===== src/rtl/dmem_arbiter_if.sv =====
// rtl/dmem_arbiter_if.sv - request ports 0/1 plus the synchronous dmem side of dmem_arbiter
interface dmem_arbiter_if #(
    parameter int ADDR_W = 12,
    parameter int DATA_W = 32
);
    logic              p0_req;
    logic              p0_wren;
    logic [ADDR_W-1:0] p0_address;
    logic [DATA_W-1:0] p0_data;
    logic              p0_ack;
    logic [DATA_W-1:0] p0_q;

    logic              p1_req;
    logic              p1_wren;
    logic [ADDR_W-1:0] p1_address;
    logic [DATA_W-1:0] p1_data;
    logic              p1_ack;
    logic [DATA_W-1:0] p1_q;

    logic [ADDR_W-1:0] mem_address;
    logic [DATA_W-1:0] mem_data;
    logic              mem_wren;
    logic [DATA_W-1:0] mem_q;

    logic              busy;

    modport slave (
        input  p0_req, p0_wren, p0_address, p0_data,
        output p0_ack, p0_q,
        input  p1_req, p1_wren, p1_address, p1_data,
        output p1_ack, p1_q,
        output mem_address, mem_data, mem_wren,
        input  mem_q,
        output busy
    );

    modport master (
        output p0_req, p0_wren, p0_address, p0_data,
        input  p0_ack, p0_q,
        output p1_req, p1_wren, p1_address, p1_data,
        input  p1_ack, p1_q,
        input  mem_address, mem_data, mem_wren,
        output mem_q,
        input  busy
    );
endinterface


===== src/rtl/dmem_arbiter.sv =====
// rtl/dmem_arbiter.sv - two-port arbiter in front of a synchronous dmem, one access per 3 cycles
module dmem_arbiter #(
    parameter int ADDR_W    = 12,
    parameter int DATA_W    = 32,
    parameter int FIXED_PRI = 0
) (
    input  logic           clock,
    input  logic           reset,
    dmem_arbiter_if.slave  bus
);
    localparam logic [1:0] S_IDLE  = 2'd0;
    localparam logic [1:0] S_ISSUE = 2'd1;
    localparam logic [1:0] S_DONE  = 2'd2;

    logic [1:0]        state_q, state_d;
    logic              last_grant_q, last_grant_d;
    logic              grant_q, grant_d;
    logic              wren_q, wren_d;
    logic [ADDR_W-1:0] addr_q, addr_d;
    logic [DATA_W-1:0] data_q, data_d;
    logic              p0_ack_q, p0_ack_d;
    logic              p1_ack_q, p1_ack_d;
    logic [DATA_W-1:0] p0_rdata_q, p0_rdata_d;
    logic [DATA_W-1:0] p1_rdata_q, p1_rdata_d;
    logic              elig0, elig1, pick;

    // A port in its ack cycle is not eligible, so a req held through the ack is not re-served.
    assign elig0 = bus.p0_req & ~p0_ack_q;
    assign elig1 = bus.p1_req & ~p1_ack_q;

    always_comb begin
        if (elig0 && elig1) begin
            pick = (FIXED_PRI != 0) ? 1'b0 : ~last_grant_q;
        end else begin
            pick = elig1;
        end
    end

    always_comb begin
        state_d      = state_q;
        last_grant_d = last_grant_q;
        grant_d      = grant_q;
        wren_d       = wren_q;
        addr_d       = addr_q;
        data_d       = data_q;
        p0_ack_d     = 1'b0;
        p1_ack_d     = 1'b0;
        p0_rdata_d   = p0_rdata_q;
        p1_rdata_d   = p1_rdata_q;
        case (state_q)
            S_IDLE: begin
                if (elig0 || elig1) begin
                    grant_d      = pick;
                    last_grant_d = pick;
                    wren_d       = pick ? bus.p1_wren    : bus.p0_wren;
                    addr_d       = pick ? bus.p1_address : bus.p0_address;
                    data_d       = pick ? bus.p1_data    : bus.p0_data;
                    state_d      = S_ISSUE;
                end
            end
            S_ISSUE: state_d = S_DONE;
            S_DONE: begin
                if (!wren_q) begin
                    if (grant_q) p1_rdata_d = bus.mem_q;
                    else         p0_rdata_d = bus.mem_q;
                end
                p0_ack_d = ~grant_q;
                p1_ack_d = grant_q;
                state_d  = S_IDLE;
            end
            default: state_d = S_IDLE;
        endcase
    end

    always_ff @(posedge clock) begin
        if (reset) begin
            state_q      <= S_IDLE;
            last_grant_q <= 1'b1;
            grant_q      <= 1'b0;
            wren_q       <= 1'b0;
            addr_q       <= '0;
            data_q       <= '0;
            p0_ack_q     <= 1'b0;
            p1_ack_q     <= 1'b0;
            p0_rdata_q   <= '0;
            p1_rdata_q   <= '0;
        end else begin
            state_q      <= state_d;
            last_grant_q <= last_grant_d;
            grant_q      <= grant_d;
            wren_q       <= wren_d;
            addr_q       <= addr_d;
            data_q       <= data_d;
            p0_ack_q     <= p0_ack_d;
            p1_ack_q     <= p1_ack_d;
            p0_rdata_q   <= p0_rdata_d;
            p1_rdata_q   <= p1_rdata_d;
        end
    end

    // Latched values only change on a grant, so the dmem bus holds its last access outside ISSUE.
    // Reset gates the write strobe so an access aborted in ISSUE never lands in memory.
    assign bus.mem_address = addr_q;
    assign bus.mem_data    = data_q;
    assign bus.mem_wren    = (state_q == S_ISSUE) & wren_q & ~reset;
    assign bus.busy        = (state_q != S_IDLE);
    assign bus.p0_ack      = p0_ack_q;
    assign bus.p1_ack      = p1_ack_q;
    assign bus.p0_q        = p0_rdata_q;
    assign bus.p1_q        = p1_rdata_q;
endmodule


===== src/flat_wrapper.sv =====
// flat-port wrapper written by rule: the top's interface ports become plain ports
module dmem_arbiter_flat 
#(
    parameter int ADDR_W    = 12,
    parameter int DATA_W    = 32,
    parameter int FIXED_PRI = 0
)
  (clock, reset, bus_p0_req, bus_p0_wren, bus_p0_address, bus_p0_data, bus_p0_ack, bus_p0_q, bus_p1_req, bus_p1_wren, bus_p1_address, bus_p1_data, bus_p1_ack, bus_p1_q, bus_mem_address, bus_mem_data, bus_mem_wren, bus_mem_q, bus_busy);
  dmem_arbiter_if #(.ADDR_W(ADDR_W), .DATA_W(DATA_W)) bus_i ();
  input  logic clock;
  input  logic reset;
  input wire logic [$bits(bus_i.p0_req)-1:0] bus_p0_req;
  input wire logic [$bits(bus_i.p0_wren)-1:0] bus_p0_wren;
  input wire logic [$bits(bus_i.p0_address)-1:0] bus_p0_address;
  input wire logic [$bits(bus_i.p0_data)-1:0] bus_p0_data;
  output wire logic [$bits(bus_i.p0_ack)-1:0] bus_p0_ack;
  output wire logic [$bits(bus_i.p0_q)-1:0] bus_p0_q;
  input wire logic [$bits(bus_i.p1_req)-1:0] bus_p1_req;
  input wire logic [$bits(bus_i.p1_wren)-1:0] bus_p1_wren;
  input wire logic [$bits(bus_i.p1_address)-1:0] bus_p1_address;
  input wire logic [$bits(bus_i.p1_data)-1:0] bus_p1_data;
  output wire logic [$bits(bus_i.p1_ack)-1:0] bus_p1_ack;
  output wire logic [$bits(bus_i.p1_q)-1:0] bus_p1_q;
  output wire logic [$bits(bus_i.mem_address)-1:0] bus_mem_address;
  output wire logic [$bits(bus_i.mem_data)-1:0] bus_mem_data;
  output wire logic [$bits(bus_i.mem_wren)-1:0] bus_mem_wren;
  input wire logic [$bits(bus_i.mem_q)-1:0] bus_mem_q;
  output wire logic [$bits(bus_i.busy)-1:0] bus_busy;
  assign bus_i.p0_req = bus_p0_req;
  assign bus_i.p0_wren = bus_p0_wren;
  assign bus_i.p0_address = bus_p0_address;
  assign bus_i.p0_data = bus_p0_data;
  assign bus_p0_ack = bus_i.p0_ack;
  assign bus_p0_q = bus_i.p0_q;
  assign bus_i.p1_req = bus_p1_req;
  assign bus_i.p1_wren = bus_p1_wren;
  assign bus_i.p1_address = bus_p1_address;
  assign bus_i.p1_data = bus_p1_data;
  assign bus_p1_ack = bus_i.p1_ack;
  assign bus_p1_q = bus_i.p1_q;
  assign bus_mem_address = bus_i.mem_address;
  assign bus_mem_data = bus_i.mem_data;
  assign bus_mem_wren = bus_i.mem_wren;
  assign bus_i.mem_q = bus_mem_q;
  assign bus_busy = bus_i.busy;
  dmem_arbiter #(.ADDR_W(ADDR_W), .DATA_W(DATA_W), .FIXED_PRI(FIXED_PRI)) u_core (.clock(clock), .reset(reset), .bus(bus_i));
endmodule

===== config.mk =====
export PLATFORM = sky130hd
export DESIGN_NAME = dmem_arbiter_flat
export DESIGN_NICKNAME = d
export VERILOG_FILES = /design/src/rtl/dmem_arbiter_if.sv /design/src/rtl/dmem_arbiter.sv /design/src/flat_wrapper.sv
export SDC_FILE = /design/constraint.sdc
export NUM_CORES = 1
export LEC_CHECK = 0
export BUFFER_PORTS_ARGS = -buffer_cell sky130_fd_sc_hd__buf_2
export CORE_AREA = 4 4 79 135
export DETAILED_ROUTE_END_ITERATION = 12
export DIE_AREA = 0 0 83 139
export PLACE_DENSITY = 0.84
export SKIP_LAST_GASP = 1
export SYNTH_ARGS = -nofsm -noshare
export SYNTH_HDL_FRONTEND = slang
export SYNTH_SLANG_ARGS = --single-unit

===== constraint.sdc =====
create_clock -name clock -period 4.1 [get_ports clock]
set_input_delay 0.205 -clock clock [delete_from_list [all_inputs] [get_ports clock]]
set_output_delay 0.205 -clock clock [all_outputs]
set_load 0.05 [all_outputs]

Word-level counts from Yosys, hierarchy flattened

Index checks and enable logic that the tools add are counted.

Order comparisons: 0
Bitwise operators: 11
Add/sub/neg operators: 0
Muxes and demuxes: 6
Shift operators: 0
Div/mod/pow operators: 0
Reduce and logical (&&, ||, !) cells: 8
$mul: 0
Eq/ne operators: 3

Operator list:

| kind                 | count |
|---|---|
| $mux W32             | 1 |
| $mux W12             | 1 |
| $not A1 Y1           | 7 |
| $reduce_and A3 Y1    | 2 |
| $and A1 B1 Y1        | 4 |
| $pmux W2 S2          | 1 |
| $eq A2 B1 Y1 const B | 1 |
| $eq A2 B2 Y1 const B | 1 |
| $logic_not A2 Y1     | 1 |
| $mux W1              | 2 |
| $mux W2              | 1 |
| $ne A2 B1 Y1 const B | 1 |
| $reduce_and A2 Y1    | 1 |
| $reduce_bool A2 Y1   | 1 |
| $reduce_or A2 Y1     | 1 |
| $logic_and A1 B1 Y1  | 1 |
| $logic_or A1 B1 Y1   | 1 |

Bits in read-only memories: 0
Flip-flop bits (word level): 115
Output and inout bits: 112
Logic and storage cells: 38
Memories: 0
Bits in latches: 0
RAM bits: 0

Depth between registers and ports, before layout

Gate-level depths: netlist of run 1.

Depth in word-level cells: 5
Gate-level depth with buffers: 6
Depth with buffers taken out: 4

Least setup slack after synthesis of run 1

No wires, ideal clock.

Path kind: register to register
From: reg u_core.state_q[0]
To: reg u_core.addr_q[0] (netlist: u_core.bus.mem_address[0])
Library setup time: 89 ps
Setup slack: 2448 ps
Stages on the path, launching flop included: 7
Required time: 4011 ps
Path buffers: 2
Data arrival time: 1564 ps
Clock period less this slack: 1652 ps
Path through: dfxtp_1 -> or2_1 -> o21ba_4 -> buf_6 -> buf_6 -> nor2_1 -> a311oi_2

Word-level cells in the longest chain between the ends: 2

Ends and longest elaborated chain:

| what                        | RTL line           | source |
|---|---|---|
| from (decl)                 | dmem_arbiter.sv:15 | `logic [1:0] state_q, state_d;` |
| from (signal assigned)      | dmem_arbiter.sv:88 | `state_q <= state_d;` |
| $logic_not A2 Y1            | dmem_arbiter.sv:50 | `case (state_q)` |
| $reduce_and A2 Y1 (no line) | -                  |  |
| to (signal assigned)        | dmem_arbiter.sv:92 | `addr_q <= addr_d;` |
| to (decl)                   | dmem_arbiter.sv:19 | `logic [ADDR_W-1:0] addr_q, addr_d;` |

Every way passes these cells.
A chain may end at the register's enable or synchronous reset.

Worst setup path in the final report of run 1

From: reg u_core.state_q[1]
To: reg u_core.addr_q[1] (netlist: u_core.bus.mem_address[1])

The elaborated chain is that of the path after synthesis.

==> metrics, run 1 <==
status=complete, no violations; area of the multi-input gates=approximately 2000 um^2; Clock Path Buffers=2; Sink Count=115; Compound-Gate Fraction of Synth Area=20.25%; setup TNS=0 ns; Reg area=around 2300 um^2; postcts setup bufs=0; fraction of layout instances using a drive strength above 1=39.08%; Post-CTS Hold Buffers=0; CP Max Fanout=49; max-cap violations=0; first-pass GRT wire length=21760 um; Mapped Nets=680; worst slew pin tran=between 1 and 1.5 ns; largest family of logic cells by synthesized area=simple AND/OR/NAND/NOR gates; Final setup violation count=0; Pre-Repair DR Iteration Count=4; FF+latch count, synth=~120; XOR/XNOR Fraction of Synth Area=0%; ys async rst share=0%; endpoint type of the worst setup path=register; critical path class=register to register; P&R area growth vs syn=38.14%; Syn Inst Count=554; RSZ-0062 raised after global routing=no; final layout net count=896; Routed WL=13320 um; H-tree depth=4; Die Area=11540 um^2; yosys warns=0; dpl ws=1.832 ns; starting density of the core=48.07%; GRT Residual Overflow=0; Finished Core Util=between 60% and 70%; total track usage=22.88%; Top FF cell, synth=dfxtp_1; number of synthesized flops with an enable pin=0; CTS tree=built; Mean Syn Cell Area=8.266 um^2; mapped cell area=4579 um^2; CTS Root Buffer Type=clkbuf_16; minimum clock period=~2.3 ns; Worst-path clk slew=0.05 ns; # DRC=0; post-synthesis adder-cell area fraction=0%; Hold WC Path Type=input pin to register; Crit path required time=4.41 ns; top post-synthesis cells by area=dfxtp_1 (50%), nand2_1 (18%), a311oi_2 (9.8%); antenna violations before repair=0; post-CTS sizing=0; routability cong.=0.8312; Via Count=4637; post-synthesis mux area share=0.2186%; core area=9527 um^2; final hold vios=0; P_leak=0.002900 uW; Yosys cell types=22; Antenna Cells=0; R2R setup slack=between 1.5 and 2 ns; Simple-Gate Fraction of Synth Area=24.18%; post-synth top area share=50.27%; Slew headroom=between 10% and 20%; number of top-level pins=238; Fmax=~440 MHz; Final ANT Viol Nets=0; cts bufs inserted=17; Layout Skew=0.008428 ns; most area-hungry cell type in the Yosys netlist=dfxtp_1; Die W=83 um; CP startpoint kind=register; PD cells=524.4 nW/um^2; Die Span Y=139 um; WP data arrival=2.58 ns; Max Slew Vio Count=0; DR vias/cell=5.124; # fillers=just under 800; final period utilization=a little under three fifths; setup ws final=1.832 ns; DR iter-0 viols=around 160; row count=47; largest net degree at the start of global routing=64; vias in the first global route=4680; HPWL after detailed placement=9653 um; WL/cell=roughly 15 um; later-pin clock latency in the skew report=roughly 0.41 ns; VDD IR max=0.0003073 V; most frequent cells in the layout=buf_2 (236), nand2_1 (220), dfxtp_1 (115); commonest non-fill, non-tap cell in the layout=buf_2; IO Port Bufs=237; sequential share of the synthesized area=between 50% and 60%
==> Yosys cell counts (3+ instances only) <==
cell type	count
buf_6	4
dfxtp_1	115
nand2_1	220
buf_2	12
a21oi_1	64
buf_4	4
a311oi_1	15
nor2b_1	5
clkbuf_1	26
nor2_1	46
and2_1	3
a311oi_2	30
==> registers in the layout (all words and copies together) (netlist names) <==
signal	cells
u_core.bus.p0_q	32
u_core.bus.p1_q	32
u_core.last_grant_q	1
u_core.wren_q	1
u_core.bus.mem_data	32
u_core.state_q	2
u_core.bus.p1_ack	1
u_core.bus.mem_address	12
u_core.bus.p0_ack	1
u_core.grant_q	1
==> worst max-delay path, stage by stage (launching register included) <==
cell      delay [ns]
dfxtp_1         0.33
or2_1           0.25
o21ba_4         0.62
buf_4           0.57
nor2_1          0.12
a311oi_2        0.26
==> routing by layer <==
metal / global-route usage [%] / up-vias / wire length (um) / share of wire, %
met5: 0 / - / 0 / 0
met4: 11.11 / 0 / 345 / 2.6
met3: 7.788 / 29 / 1104 / 8.3
met1: 23.74 / 2116 / 4802 / 36
li1: - / 2280 / - / -
met2: 40.65 / 212 / 7066 / 53
==> through the flow <==
stage | total power [uW] | hold WS [ns] | area (um^2) | instances
2_1_floorplan | 1730 | 0.3410 | 4579 | 554
3_3_place_gp | 1877 | 0.4383 | 5736 | 873
3_5_place_dp | 1896 | 0.4441 | 5736 | 873
4_1_cts | 3338 | 0.03805 | 6326 | 905
5_1_grt | 3447 | 0.05032 | 6326 | 905
6_report | 3318 | 0.05005 | 6326 | 905
==> worst paths after layout <==
path              cells after the start                             start                                      to
setup reg to reg                      5    u_core.state_q[1]$_SDFFE_PP0P_  u_core.bus.mem_address[1]$_SDFFE_PP0P_
setup / recovery                      5    u_core.state_q[1]$_SDFFE_PP0P_  u_core.bus.mem_address[1]$_SDFFE_PP0P_
hold / removal                        3                      bus_mem_q[2]         u_core.bus.p0_q[2]$_SDFFE_PP0P_
hold reg to reg                       2  u_core.bus.p0_q[11]$_SDFFE_PP0P_        u_core.bus.p0_q[11]$_SDFFE_PP0P_
==> cells by family after synthesis <==
| logic type | count (synthesis) |
|---|---|
| simple gates | 281 |
| compound gates | 111 |
| flops | 115 |
| mux | 1 |
| buf+inv | 46 |
==> report_power, final <==
part	total (uW)	switching (uW)	internal, uW
logic	639	459	180
clock network	1450	493	953
registers	1230	40.3	1190
total	3320	993	2320
==> area by class of cell <==
type,count,share of cell area [%]
sequential,115,36.39
multi-input combinational,393,32.36
timing repair buffer,243,19.50
clock buffer,23,7.714
tap,122,2.413
clock inverter,9,1.622
Power figures use the tool's default switching activity.
==> inputs of run 2 (changes only) <==
--- a/config.mk
+++ b/config.mk
@@ -6,10 +6,10 @@
 export NUM_CORES = 1
 export LEC_CHECK = 0
 export BUFFER_PORTS_ARGS = -buffer_cell sky130_fd_sc_hd__buf_2
-export CORE_AREA = 4 4 79 135
+export CORE_AREA = 4 4 82 141
 export DETAILED_ROUTE_END_ITERATION = 12
-export DIE_AREA = 0 0 83 139
-export PLACE_DENSITY = 0.84
+export DIE_AREA = 0 0 86 145
+export PLACE_DENSITY = 0.78
 export SKIP_LAST_GASP = 1
 export SYNTH_ARGS = -nofsm -noshare
 export SYNTH_HDL_FRONTEND = slang
==> constraint.sdc (replaced) <==
create_clock -name clock -period 2.4 [get_ports clock]
set_input_delay 0.12 -clock clock [delete_from_list [all_inputs] [get_ports clock]]
set_output_delay 0.12 -clock clock [all_outputs]
set_load 0.05 [all_outputs]
==> run 2 against run 1 <==
Net effect:
- final cell count grew 10%
- non-clock buffer count is 86 higher
- worst setup slack got worse by 1.7 ns
- clock skew down 0.0014 ns
- routed wire length increased by 19%
- critical path depth rose by 1
- sequential share of layout area down 4.1 points
- global-route usage rose by 2.3 points
- critical path type unchanged
- largest power group unchanged
- highest routed layer unchanged
==> metrics, run 2 (synthesized netlist as in run 1, its figures left out) <==
status=complete, no violations; cts bufs inserted=17 (unchanged); Sw Ratio=31.70% (+1.8 points); Fmax=439.0 MHz (-0.45%); minimum clock period=2.278 ns (+0.01017 ns); critical path class=register to register; Clock Path Buffers=2 (unchanged); fraction of layout instances using a drive strength above 1=35.44% (-3.6 points); Switching Power=1749 uW (+76%); logic gate share of total power=23.1% (+3.8 points); Hold WC Path Type=input pin to register; RSZ-0062 raised after global routing=no; Die Span Y=145 um (+4.3%); antenna violations before repair=0 (unchanged); CP Max Fanout=47 (-4.1%); PD cells=774.5 nW/um^2 (+48%); total track usage=25.19% (+2.3 points); Die Area=12470 um^2 (+8.1%); final period utilization=94.92% (+40 points); CP delay by family, top=buffers and inverters; IO Port Bufs=237 (unchanged); WL/cell=15.89 um (+8.0%); max-cap violations=0 (unchanged); # fillers=775 (-1.5%); CTS tree=built; Slew headroom=57.28% (+38 points); worst hold stages=3 (unchanged); most frequent cells in the layout=buf_2 (236), nand2_1 (220), dfxtp_1 (115); Crit path required time=2.75 ns (-1.66 ns); FF-to-FF path depth=6 (+1); DR vias/cell=5.231 (+2.1%); P&R area growth vs syn=55.55%; commonest non-fill, non-tap cell in the layout=buf_2; Sink Count=115 (unchanged); dpl cells=882 (+1.0%); Finished Layout Cells=996 (+10%); dpl ws=0.7630 ns (-1.069 ns); Via Count=5210 (+12%); P_int=3768 uW (+62%); largest net degree at the start of global routing=68 (+6.3%); core area=10360 um^2 (+8.8%); number of top-level pins=238 (unchanged); HPWL after detailed placement=9690 um (+0.38%); WP depth=6 (+1); Final setup violation count=0 (unchanged); first-pass GRT wire length=25150 um (+16%); clock share of power=38.7% (-4.9 points); CP startpoint kind=register; worst path bufs/invs=2 (+1); Reg power frac=38.2% (+1.1 points); Antenna Cells=0 (unchanged); crit-path max cell delay=0.60 ns (-0.02 ns); final hold vios=0 (unchanged); endpoint type of the worst setup path=register; Max Slew Vio Count=0 (unchanged); Worst-path clk slew=0.06 ns (about the same); DR iter-0 viols=229 (+46%); starting density of the core=44.20% (-3.9 points); post-CTS sizing=0 (unchanged); H-tree depth=4 (unchanged); CTS Root Buffer Type=clkbuf_16; routability cong.=0.8135 (-2.1%); GRT Residual Overflow=0 (unchanged); P_leak=0.003257 uW (+12%); Routed WL=15830 um (+19%); setup TNS=0 ns (unchanged); # DRC=0 (unchanged); critical path's slowest cell=dlygate4sd3_1; row count=49 (+4.3%); final layout net count=982 (+9.6%); VDD IR max=0.0005512 V (+79%); PnR Total Power=5517 uW (+66%); Pre-Repair DR Iteration Count=5 (+1); worst slew pin tran=0.6408 ns (-0.5647 ns); vias in the first global route=5354 (+14%); WP data arrival=2.62 ns (+0.04 ns); Final ANT Viol Nets=0 (unchanged); later-pin clock latency in the skew report=0.40 ns (about the same); setup ws final=0.1220 ns (-1.710 ns); Layout Skew=0.007067 ns (-0.001361 ns); Die W=86 um (+3.6%); critical-path cell list=nor2b_1, and2_1, buf_4, nand2_1, a311oi_1, dlygate4sd3_1
==> run 2: layout make-up <==
cell class / count / area, um^2 / area share [%]
well taps: 127 / 158.9 / 2.231
flip-flops and latches: 115 / 2302 / 32.32
clock buffers: 21 / 440.4 / 6.183
repair buffers: 329 / 2110 / 29.62
multi-input cells: 393 / 2047 / 28.74
clock inverters: 11 / 65.06 / 0.9134
==> run 2: power by group through the flow <==
stage / Combinational [uW] / Sequential [uW] / Clock, uW
after floorplan: 424 / 2530 / 0
after global placement: 1090 / 2140 / 0
after detailed placement: 1110 / 2140 / 0
after CTS: 1240 / 2110 / 2170
after global routing: 1350 / 2120 / 2260
final: 1270 / 2110 / 2130
==> run 2: worst paths after layout <==
path / from / endpoint / slack [ns]
min: bus_p0_address[5] / u_core.bus.mem_address[5]$_SDFFE_PP0P_ / 0.02
max reg2reg: u_core.bus.p1_ack$_SDFF_PP0_ / u_core.bus.mem_data[10]$_SDFFE_PP0P_ / 0.12
max: u_core.bus.p1_ack$_SDFF_PP0_ / u_core.bus.mem_data[10]$_SDFFE_PP0P_ / 0.12
min reg2reg: u_core.bus.p1_q[5]$_SDFFE_PP0P_ / u_core.bus.p1_q[5]$_SDFFE_PP0P_ / 0.45
==> run 2: per-layer routing <==
metal / track usage, % / part of all wire, % / wire length (um) / vias up
met5: 0 / 0 / 0 / -
met4: 13.79 / 3.9 / 619 / 0
met3: 7.317 / 8.4 / 1328 / 55
met2: 45.79 / 54 / 8543 / 283
met1: 24.71 / 34 / 5335 / 2418
li1: - / - / - / 2454
==> run 2: what timing repair did <==
action / in CTS / in global routing
hold endpoints to repair: 96 / 0
hold buffers: 82 / 0
setup buffers: 0 / 0
==> run 2: worst reg2reg max path, stage by stage (launching register included) <==
cell and delay, ns:
dfxtp_1 0.31, nor2b_1 0.21, and2_1 0.17, buf_4 0.42, nand2_1 0.16, a311oi_1 0.36
dlygate4sd3_1 0.60
==> run 2: metrics by stage <==
| stage | area, um^2 | hold slack, ns | util (%) |
|---|---|---|---|
| CTS | 7123 | 0.000002526 | 68.75 |
| floorplan | 4579 | 0.2560 | - |
| finish | 7123 | 0.01512 | 68.75 |
| global route | 7123 | 0.007117 | 68.75 |
| detailed placement | 5797 | 0.3791 | 55.95 |
| global placement | 5797 | 0.3719 | 55.95 |
